### src/rtl/fifo_uart_tx_pkg.sv
// Shared types and constants for the FIFO-drain UART transmitter.
// Parity support is controlled by `UART_TX_PARITY_EN (see fifo_uart_tx.sv).
package fifo_uart_tx_pkg;

  typedef enum logic [2:0] {
    IDLE,
    LOAD,
    START,
    DATA,
    PARITY,
    STOP
  } tx_state_t;

  localparam logic UART_IDLE_LVL = 1'b1;
  localparam logic START_LVL     = 1'b0;

  // Counter width for a modulo-n counter, never narrower than one bit.
  function automatic int unsigned cnt_width(input int unsigned n);
    return (n > 1) ? $clog2(n) : 1;
  endfunction

endpackage

### src/rtl/fifo_uart_tx_if.sv
// FIFO read port plus serial-side status of the UART transmitter.
// master = FIFO/board side, slave = transmitter.
interface fifo_uart_tx_if #(
  parameter int unsigned DATA_W = 8
);

  logic              tx_en;
  logic              fifo_empty;
  logic [DATA_W-1:0] fifo_data;
  logic              fifo_re;
  logic              tx;
  logic              busy;

  modport master (
    output tx_en,
    output fifo_empty,
    output fifo_data,
    input  fifo_re,
    input  tx,
    input  busy
  );

  modport slave (
    input  tx_en,
    input  fifo_empty,
    input  fifo_data,
    output fifo_re,
    output tx,
    output busy
  );

endinterface

### src/rtl/fifo_uart_tx_bit_timer.sv
// Baud timer: counts 0..CLKS_PER_BIT-1 and flags the last cycle of each bit.
// Held at zero while restart is high so every bit starts on a fresh count.
module uart_bit_timer
  import fifo_uart_tx_pkg::*;
#(
  parameter int unsigned CLKS_PER_BIT = 16
) (
  input  logic clk,
  input  logic rst,
  input  logic restart,
  output logic tick
);

  localparam int unsigned       CNT_W = cnt_width(CLKS_PER_BIT);
  localparam logic [CNT_W-1:0]  LAST  = CNT_W'(CLKS_PER_BIT - 1);

  logic [CNT_W-1:0] cnt_q;
  logic [CNT_W-1:0] cnt_d;

  assign tick = (cnt_q == LAST);

  always_comb begin
    cnt_d = cnt_q + CNT_W'(1);
    if (restart || tick) begin
      cnt_d = '0;
    end
  end

  always_ff @(posedge clk) begin
    if (rst) begin
      cnt_q <= '0;
    end else begin
      cnt_q <= cnt_d;
    end
  end

endmodule

### src/rtl/fifo_uart_tx.sv
// FIFO-drain UART transmitter: pops one byte per frame and sends it LSB first.
// Frame is 8N1 by default; defining `UART_TX_PARITY_EN adds an even-parity bit (8E1).
module fifo_uart_tx
  import fifo_uart_tx_pkg::*;
#(
  parameter int unsigned CLKS_PER_BIT = 16,
  parameter int unsigned DATA_W       = 8
) (
  input  logic                 clk,
  input  logic                 rst,
  fifo_uart_tx_if.slave        bus
);

  localparam int unsigned      IDX_W    = cnt_width(DATA_W);
  localparam logic [IDX_W-1:0] LAST_IDX = IDX_W'(DATA_W - 1);

  tx_state_t         state_q;
  logic              tx_q;
  logic              busy_q;
  logic [DATA_W-1:0] shift_q;
  logic [IDX_W-1:0]  bit_idx_q;
`ifdef UART_TX_PARITY_EN
  logic              parity_q;
`endif

  logic pop;
  logic restart;
  logic tick;

  // Gated by rst so no byte is consumed while the block is held in reset.
  assign pop     = (state_q == IDLE) && bus.tx_en && !bus.fifo_empty && !rst;
  assign restart = (state_q == IDLE) || (state_q == LOAD);

  uart_bit_timer #(
    .CLKS_PER_BIT(CLKS_PER_BIT)
  ) u_bit_timer (
    .clk    (clk),
    .rst    (rst),
    .restart(restart),
    .tick   (tick)
  );

  // tx_q is loaded with the level of the state being entered, so the line
  // changes exactly on the edge that changes state and never glitches.
  always_ff @(posedge clk) begin
    if (rst) begin
      state_q   <= IDLE;
      tx_q      <= UART_IDLE_LVL;
      busy_q    <= 1'b0;
      shift_q   <= '0;
      bit_idx_q <= '0;
`ifdef UART_TX_PARITY_EN
      parity_q  <= 1'b0;
`endif
    end else begin
      case (state_q)
        IDLE: begin
          if (pop) begin
            state_q <= LOAD;
            busy_q  <= 1'b1;
          end
        end
        LOAD: begin
          shift_q <= bus.fifo_data;
`ifdef UART_TX_PARITY_EN
          parity_q <= ^bus.fifo_data;
`endif
          state_q <= START;
          tx_q    <= START_LVL;
        end
        START: begin
          if (tick) begin
            state_q   <= DATA;
            tx_q      <= shift_q[0];
            bit_idx_q <= '0;
          end
        end
        DATA: begin
          if (tick) begin
            if (bit_idx_q == LAST_IDX) begin
`ifdef UART_TX_PARITY_EN
              state_q <= PARITY;
              tx_q    <= parity_q;
`else
              state_q <= STOP;
              tx_q    <= UART_IDLE_LVL;
`endif
            end else begin
              shift_q   <= shift_q >> 1;
              tx_q      <= shift_q[1];
              bit_idx_q <= bit_idx_q + IDX_W'(1);
            end
          end
        end
`ifdef UART_TX_PARITY_EN
        PARITY: begin
          if (tick) begin
            state_q <= STOP;
            tx_q    <= UART_IDLE_LVL;
          end
        end
`endif
        STOP: begin
          if (tick) begin
            state_q <= IDLE;
            busy_q  <= 1'b0;
          end
        end
        default: begin
          state_q <= IDLE;
          tx_q    <= UART_IDLE_LVL;
          busy_q  <= 1'b0;
        end
      endcase
    end
  end

  assign bus.fifo_re = pop;
  assign bus.tx      = tx_q;
  assign bus.busy    = busy_q;

  // Leaving IDLE on the pop edge makes back-to-back pops impossible.
  a_single_pop : assert property (@(posedge clk) disable iff (rst) pop |=> !pop);
  a_busy_idle  : assert property (@(posedge clk) disable iff (rst) (state_q == IDLE) |-> !busy_q);
  a_tx_idle    : assert property (@(posedge clk) disable iff (rst) (state_q == IDLE) |-> tx_q);

endmodule
### src/flat_wrapper.sv
// flat-port wrapper written by rule: the top's interface ports become plain ports
module fifo_uart_tx_flat import fifo_uart_tx_pkg::*;
#(
  parameter int unsigned CLKS_PER_BIT = 16,
  parameter int unsigned DATA_W       = 8
)
  (clk, rst, bus_tx_en, bus_fifo_empty, bus_fifo_data, bus_fifo_re, bus_tx, bus_busy);
  fifo_uart_tx_if #(.DATA_W(DATA_W)) bus_i ();
  input  logic clk;
  input  logic rst;
  input wire logic [$bits(bus_i.tx_en)-1:0] bus_tx_en;
  input wire logic [$bits(bus_i.fifo_empty)-1:0] bus_fifo_empty;
  input wire logic [$bits(bus_i.fifo_data)-1:0] bus_fifo_data;
  output wire logic [$bits(bus_i.fifo_re)-1:0] bus_fifo_re;
  output wire logic [$bits(bus_i.tx)-1:0] bus_tx;
  output wire logic [$bits(bus_i.busy)-1:0] bus_busy;
  assign bus_i.tx_en = bus_tx_en;
  assign bus_i.fifo_empty = bus_fifo_empty;
  assign bus_i.fifo_data = bus_fifo_data;
  assign bus_fifo_re = bus_i.fifo_re;
  assign bus_tx = bus_i.tx;
  assign bus_busy = bus_i.busy;
  fifo_uart_tx #(.CLKS_PER_BIT(CLKS_PER_BIT), .DATA_W(DATA_W)) u_core (.clk(clk), .rst(rst), .bus(bus_i));
endmodule
### config.mk
export PLATFORM = sky130hd
export DESIGN_NAME = fifo_uart_tx_flat
export DESIGN_NICKNAME = d
export VERILOG_FILES = /design/src/rtl/fifo_uart_tx_pkg.sv /design/src/rtl/fifo_uart_tx_if.sv /design/src/rtl/fifo_uart_tx_bit_timer.sv /design/src/rtl/fifo_uart_tx.sv /design/src/flat_wrapper.sv
export SDC_FILE = /design/constraint.sdc
export NUM_CORES = 1
export LEC_CHECK = 0
export CORE_MARGIN = 2
export CORE_UTILIZATION = 51
export CTS_BUF_LIST = sky130_fd_sc_hd__clkbuf_8
export DETAILED_ROUTE_END_ITERATION = 6
export HOLD_SLACK_MARGIN = 0.08
export PLACE_DENSITY = 0.76
export SLEW_MARGIN = 20
export SYNTH_ARGS = -nofsm -noshare
export SYNTH_HDL_FRONTEND = slang
export SYNTH_HIERARCHICAL = 1
export SYNTH_SLANG_ARGS = --single-unit
### constraint.sdc
create_clock -name clk -period 4.7 [get_ports clk]
set_clock_uncertainty 0.05 [all_clocks]
set_input_delay 1.41 -clock clk [delete_from_list [all_inputs] [get_ports clk]]
set_output_delay 1.41 -clock clk [all_outputs]
set_load 0.005 [all_outputs]
==> results of run 1 <==
[final cells by class]
class                      instances  area (um^2)  share of cell area, %
multi-input combinational         77          562                   46.3
clock buffer                       4         55.1                   4.54
timing repair buffer              15          148                   12.2
inverter                           4         15.0                   1.24
sequential                        20          400                   33.0
tap                               27         33.8                   2.78
[worst max-delay path, stage by stage]
cell             delay [ns]
clkdlybuf4s50_1        0.46
nor2b_1                0.17
nand3_1                0.12
inv_1                  0.07
clkdlybuf4s50_1        0.49
[flip-flops by register name, indices dropped and copies added (netlist names)]
signal and flops:
u_core/bus.busy 1, u_core/u_bit_timer/cnt_q 4, u_core/state_q 3, u_core/shift_q 8, u_core/bit_idx_q 3, u_core/bus.tx 1
[placed cells by master (no fill, tap or decap)]
cell / synthesis / routed
a211oi_2: 3 / 3
xor2_1: 2 / 2
a31oi_1: 2 / 2
o21ai_0: 5 / 5
a211oi_1: 4 / 4
mux2i_1: 10 / 10
and3_2: 2 / 2
and3_1: 1 / 1
and3b_1: 1 / 1
buf_4: 3 / 1
clkdlybuf4s50_1: 0 / 14
a41oi_1: 1 / 1
nor2b_1: 3 / 3
xnor2_1: 1 / 1
nand2b_4: 1 / 1
a21oi_1: 3 / 3
or4bb_1: 1 / 1
nand4bb_1: 1 / 1
dfxtp_1: 20 / 20
clkbuf_8: 0 / 4
a221oi_2: 1 / 1
nand2b_2: 1 / 1
nor3b_1: 2 / 2
nor2_1: 16 / 16
nand2b_1: 1 / 1
nand2_1: 3 / 3
inv_1: 4 / 4
ha_1: 3 / 3
or3b_1: 1 / 1
nor3_2: 1 / 1
a21oi_4: 1 / 1
o22ai_1: 1 / 1
nor2_2: 1 / 1
nand3_1: 4 / 4
[final timing paths]
kind	start	endpoint	slack [ns]	depth (start not counted)
setup / recovery	bus_tx_en	bus_fifo_re	0.52	5
hold / removal	u_core/u_bit_timer/cnt_q[0]$_SDFF_PP0_	u_core/u_bit_timer/cnt_q[0]$_SDFF_PP0_	0.40	1
setup reg to reg	u_core/state_q[1]$_SDFFE_PP0P_	u_core/bit_idx_q[2]$_SDFFE_PP0P_	2.68	4
hold reg to reg	u_core/u_bit_timer/cnt_q[0]$_SDFF_PP0_	u_core/u_bit_timer/cnt_q[0]$_SDFF_PP0_	0.40	1
[cell families (layout without fill, tap and decap cells)]
group,after synthesis,count (layout),synth area share [%]
buffers and inverters,12,23,7.01
AOI/OAI and AO/OA,21,21,16.1
DFF,20,20,38.7
xor gates and xnor gates,3,3,2.54
and+or+nand+nor,40,40,22.4
adders and majority gates,3,3,3.63
muxes,10,10,9.67
[per-layer routing]
metal,wire length (um),vias to the layer above,GRT usage (%)
li1,-,402,-
met1,872,370,22.8
met2,946,13,29.0
met3,56,2,3.07
met4,14,0,7.14
met5,0,-,0
[power by group through the flow]
stage               registers, uW  logic (uW)  clock network, uW
floorplan                     180        20.1                  0
global placement              183        31.6                  0
detailed placement            183        32.6                  0
CTS                           179        32.7                132
global route                  180        35.4                142
finish                        179        32.4                130
[stage by stage]
| stage | utilization [%] | total power (uW) | hold slack [ns] | cells |
|---|---|---|---|---|
| after global placement | 59.7 | 214 | 0.382 | 143 |
| final | 62.5 | 341 | 0.402 | 147 |
| after floorplan | - | 200 | 0.368 | 109 |
| after detailed placement | 59.7 | 216 | 0.388 | 143 |
| after CTS | 62.5 | 344 | 0.404 | 147 |
| after global routing | 62.5 | 357 | 0.425 | 147 |
==> impl_metrics.toml, run 1 <==
[run_status]
status = "complete, no violations"

[global_route]
grt_max_degree = 21
antenna_found_initial = 0
grt_pass1_wl_um = 3330
grt_pass1_vias = 755
track_usage_pct = 17.6
grt_overflow = 0

[final_layout]
finalNetCount = 136
drive_gt1_share_pct = 13.3
insertedDiodeCount = 0
fillers = 172
syn_to_final_growth_pct = 17.3
fin_area_um2 = 1210

[synth]
synth-edff-count = 0
yosys.area.top_type = "dfxtp_1"
synth_seq_area_share_pct = 38.7
yosysMostFrequentCell = "dfxtp_1"
synth_area_leaders = "dfxtp_1, mux2i_1, nor2_1"
syn_area_um2 = 1030
netlist.area_leader.share_pct = 38.7
synthFlopType = "dfxtp_1"
synthTopCellsByCount = "dfxtp_1, nor2_1, mux2i_1, o21ai_0"
syn_inst = 109
postSynthRegisterBits = 20
synth_cell_types = 35
synth.avg_cell_area_um2 = 9.49
ys_warn_count = 6
synth_nets = 124
async_reset_ff_share_pct = 0

[pwr]
swShare_pct = 21.6
combPwrFrac_pct = 9.5
p_sw_uw = 73.6
cell_internal_pwr_uw = 268
power_frac_seq_pct = 52.5
p_clk_share_pct = 38.0
p_per_area_nw_per_um2 = 281
vdd_drop_max_v = 0.000205
p_leak_uw = 0.000458

[clock_tree]
post-cts-setup-buffers = 0
cts_buffer_depth = 2
cts_tree = "done"
post_cts_resize_count = 0
cts_root_buffer = "clkbuf_8"
ctsHoldBuffers = 0
cts.sinks = 20
htreeDepth = 1
cts_buffers = 3
insertion_delay_ns = 0.26
path_clk_slew_ns = 0.07

[drt]
firstDrtPassIters = 4
drcViolationCount = 0
vias = 787
final_antenna_net_count = 0
totalWireLength_um = 1890
dr.first_iter.drc_count = 22
wl_per_cell_um = 12.9
vias_per_cell = 5.35

[critical_path]
start_kind = "input port"
worstSetupPathType = "in -> out"
cp.arrival_ns = 2.72
required_ns = 3.24
end_kind = "output pin"
cp_max_fo = 2

[timing]
fin_crit_sh_pct = 88.9
setup_viol = 0
layout_setup_ws_ns = 0.522
post-route-min-period_ns = 4.18
fmax_ghz = 0.239
max_slew_margin_pct = 46.3
rsz0062_at_grt = "no"
finalHoldViolCount = 0
maxSlewViolCount = 0
tightest_slew_ns = 0.804
finalSetupTns_ns = 0

[min_path]
hold_path.class = "reg -> reg"

[die]
io_pins = 15
dieHeight_um = 49.0
rows = 16
start_util_pct = 53.3
dieArea_um2 = 2410
core_um2 = 1940
die_w_um = 49.0

[placement]
gp_congestion = 0.706
portBuffers = 14
dpl_cell_area_um2 = 1160
dp_hpwl_um = 1270
dp_worst_setup_slack_ns = 0.516

[job]
maxCapViolations = 0
No activity file was read; power rests on OpenSTA's default activity.
==> inputs of run 2 (changes only) <==
--- a/config.mk
+++ b/config.mk
@@ -6,11 +6,11 @@
 export NUM_CORES = 1
 export LEC_CHECK = 0
 export CORE_MARGIN = 2
-export CORE_UTILIZATION = 51
+export CORE_UTILIZATION = 59
 export CTS_BUF_LIST = sky130_fd_sc_hd__clkbuf_8
 export DETAILED_ROUTE_END_ITERATION = 6
 export HOLD_SLACK_MARGIN = 0.08
-export PLACE_DENSITY = 0.76
+export PLACE_DENSITY = 0.86
 export SLEW_MARGIN = 20
 export SYNTH_ARGS = -nofsm -noshare
 export SYNTH_HDL_FRONTEND = slang
==> run 2 against run 1 <==
Net effect: non-clock buffer count unchanged; routed wire length down 5.0%; register-to-register slack better by 0.06 ns; maximum frequency up 1.2%; hold slack better by 0.0047 ns; largest power group unchanged; clock-buffer cell count unchanged.
==> impl_metrics.toml, run 2 (synthesized netlist as in run 1, its figures left out) <==
[placement]
portBuffers = 14
gp_congestion = 0.742
dp_hpwl_um = 1220
post-place-cells = 133

[timing]
maxSlewViolCount = 0
hold_ws_ns = 0.407
post-route-min-period_ns = 4.13
setup_viol = 0
max_slew_margin_pct = 47.6
finalSetupTns_ns = 0
fmax_ghz = 0.242
finalHoldViolCount = 0
rsz0062_at_grt = "no"
tightest_slew_ns = 0.785
fin_crit_sh_pct = 87.8

[critical_path]
rrSetupSlack_ns = 2.74
start_kind = "input port"
rr_worst_depth = 4
rr_endpoint = "u_core/bit_idx_q[0]$_SDFFE_PP0P_"
end_kind = "output pin"
required_ns = 3.24
worstSetupPathType = "in -> out"
cp.arrival_ns = 2.67
cp_max_fo = 2
r2r_start = "u_core/state_q[1]$_SDFFE_PP0P_"

[final_layout]
finalNetCount = 136
instances_no_fill = 137
syn_to_final_growth_pct = 16.1
fillers = 131
utilization_pct = 71.1
seq_area_um2 = 400
drive_gt1_share_pct = 13.3
largest_reg_flops = 8
regMostFlops = "u_core/shift_q"
top_regs = "u_core/shift_q: 8 flops, u_core/u_bit_timer/cnt_q: 4 flops"
insertedDiodeCount = 0
final_common_cell = "dfxtp_1"
mostFrequentLayoutCells = "dfxtp_1, nor2_1, clkdlybuf4s50_1"
multi_input_area_um2 = 562

[drt]
drcViolationCount = 0
totalWireLength_um = 1800
dr.first_iter.drc_count = 6
wl_per_cell_um = 13.1
final_antenna_net_count = 0
firstDrtPassIters = 4
vias_per_cell = 5.62
vias = 770

[die]
start_util_pct = 61.3
io_pins = 15
rows = 15
dieArea_um2 = 2100
core_um2 = 1690
dieHeight_um = 45.9
die_w_um = 45.9

[clock_tree]
cts.sinks = 20
insertion_delay_ns = 0.25
ctsHoldBuffers = 0
htreeDepth = 1
cts_buffer_depth = 2
cts_root_buffer = "clkbuf_8"
post_cts_resize_count = 0
cts_buffers = 3
cts_tree = "done"
path_clk_slew_ns = 0.07
post-cts-setup-buffers = 0

[global_route]
grt_pass1_wl_um = 2950
grt_max_degree = 21
antenna_found_initial = 0
grt_overflow = 0
grt_pass1_vias = 701
track_usage_pct = 19.4

[pwr]
p_clk_share_pct = 37.6
swShare_pct = 21.0
combPwrFrac_pct = 9.5
vdd_drop_max_v = 0.000207
finalPower_uw = 339
power_frac_seq_pct = 52.8
p_leak_uw = 0.000458
p_per_area_nw_per_um2 = 282
p_sw_uw = 71.3
cell_internal_pwr_uw = 268

[min_path]
hold_path.class = "reg -> reg"
whs_endpoint = "u_core/u_bit_timer/cnt_q[0]$_SDFF_PP0_"
holdPathStages = 1
hp-start = "u_core/u_bit_timer/cnt_q[0]$_SDFF_PP0_"

[run_status]
status = "complete, no violations"

[job]
maxCapViolations = 0
[run 2: cell counts in the layout (fill, tap and decap cells not counted)]
No cell type changed its count.
[run 2: per-stage QoR]
stage / cell area (um^2) / setup WS [ns]
after floorplan: 1030 / 1.39
after global routing: 1200 / 0.485
after global placement: 1150 / 0.581
final: 1200 / 0.571
after CTS: 1200 / 0.569
after detailed placement: 1150 / 0.570
[run 2: how the worst max path moves through the flow]
stage | slack [ns] | to | startpoint | cells past startpoint
after global routing | 0.49 | bus_fifo_re | bus_tx_en | 5
after detailed placement | 0.57 | bus_fifo_re | bus_tx_en | 5
after floorplan | 1.39 | bus_fifo_re | rst | 4
final | 0.57 | bus_fifo_re | bus_tx_en | 5
after global placement | 0.58 | bus_fifo_re | bus_tx_en | 5
after CTS | 0.57 | bus_fifo_re | bus_tx_en | 5
[run 2: critical path, cell delays in order]
cell,delay [ns]
clkdlybuf4s50_1,0.44
nor2b_1,0.15
nand3_1,0.11
inv_1,0.07
clkdlybuf4s50_1,0.49
[run 2: power groups by stage]
stage | Clock, uW | Combinational (uW) | Sequential [uW]
final | 128 | 32.4 | 179
after global routing | 137 | 35.6 | 180
after CTS | 131 | 32.4 | 179
after detailed placement | 0 | 32.2 | 183
after global placement | 0 | 31.4 | 183
after floorplan | 0 | 20.1 | 180
[run 2: cell type report]
class	instances	area share [%]
repair buffers	15	12.3
flip-flops and latches	20	33.3
clock buffers	4	4.58
multi-input cells	77	46.8
inverters	4	1.25
well taps	17	1.77
[run 2: routing by layer]
layer | vias to the layer above | share of wire (%) | track usage (%)
met5 | - | 0 | 0
met4 | 0 | 0.61 | 6.86
met3 | 2 | 2.8 | 3.57
met2 | 10 | 49 | 31.4
met1 | 355 | 47 | 25.7
li1 | 403 | - | -
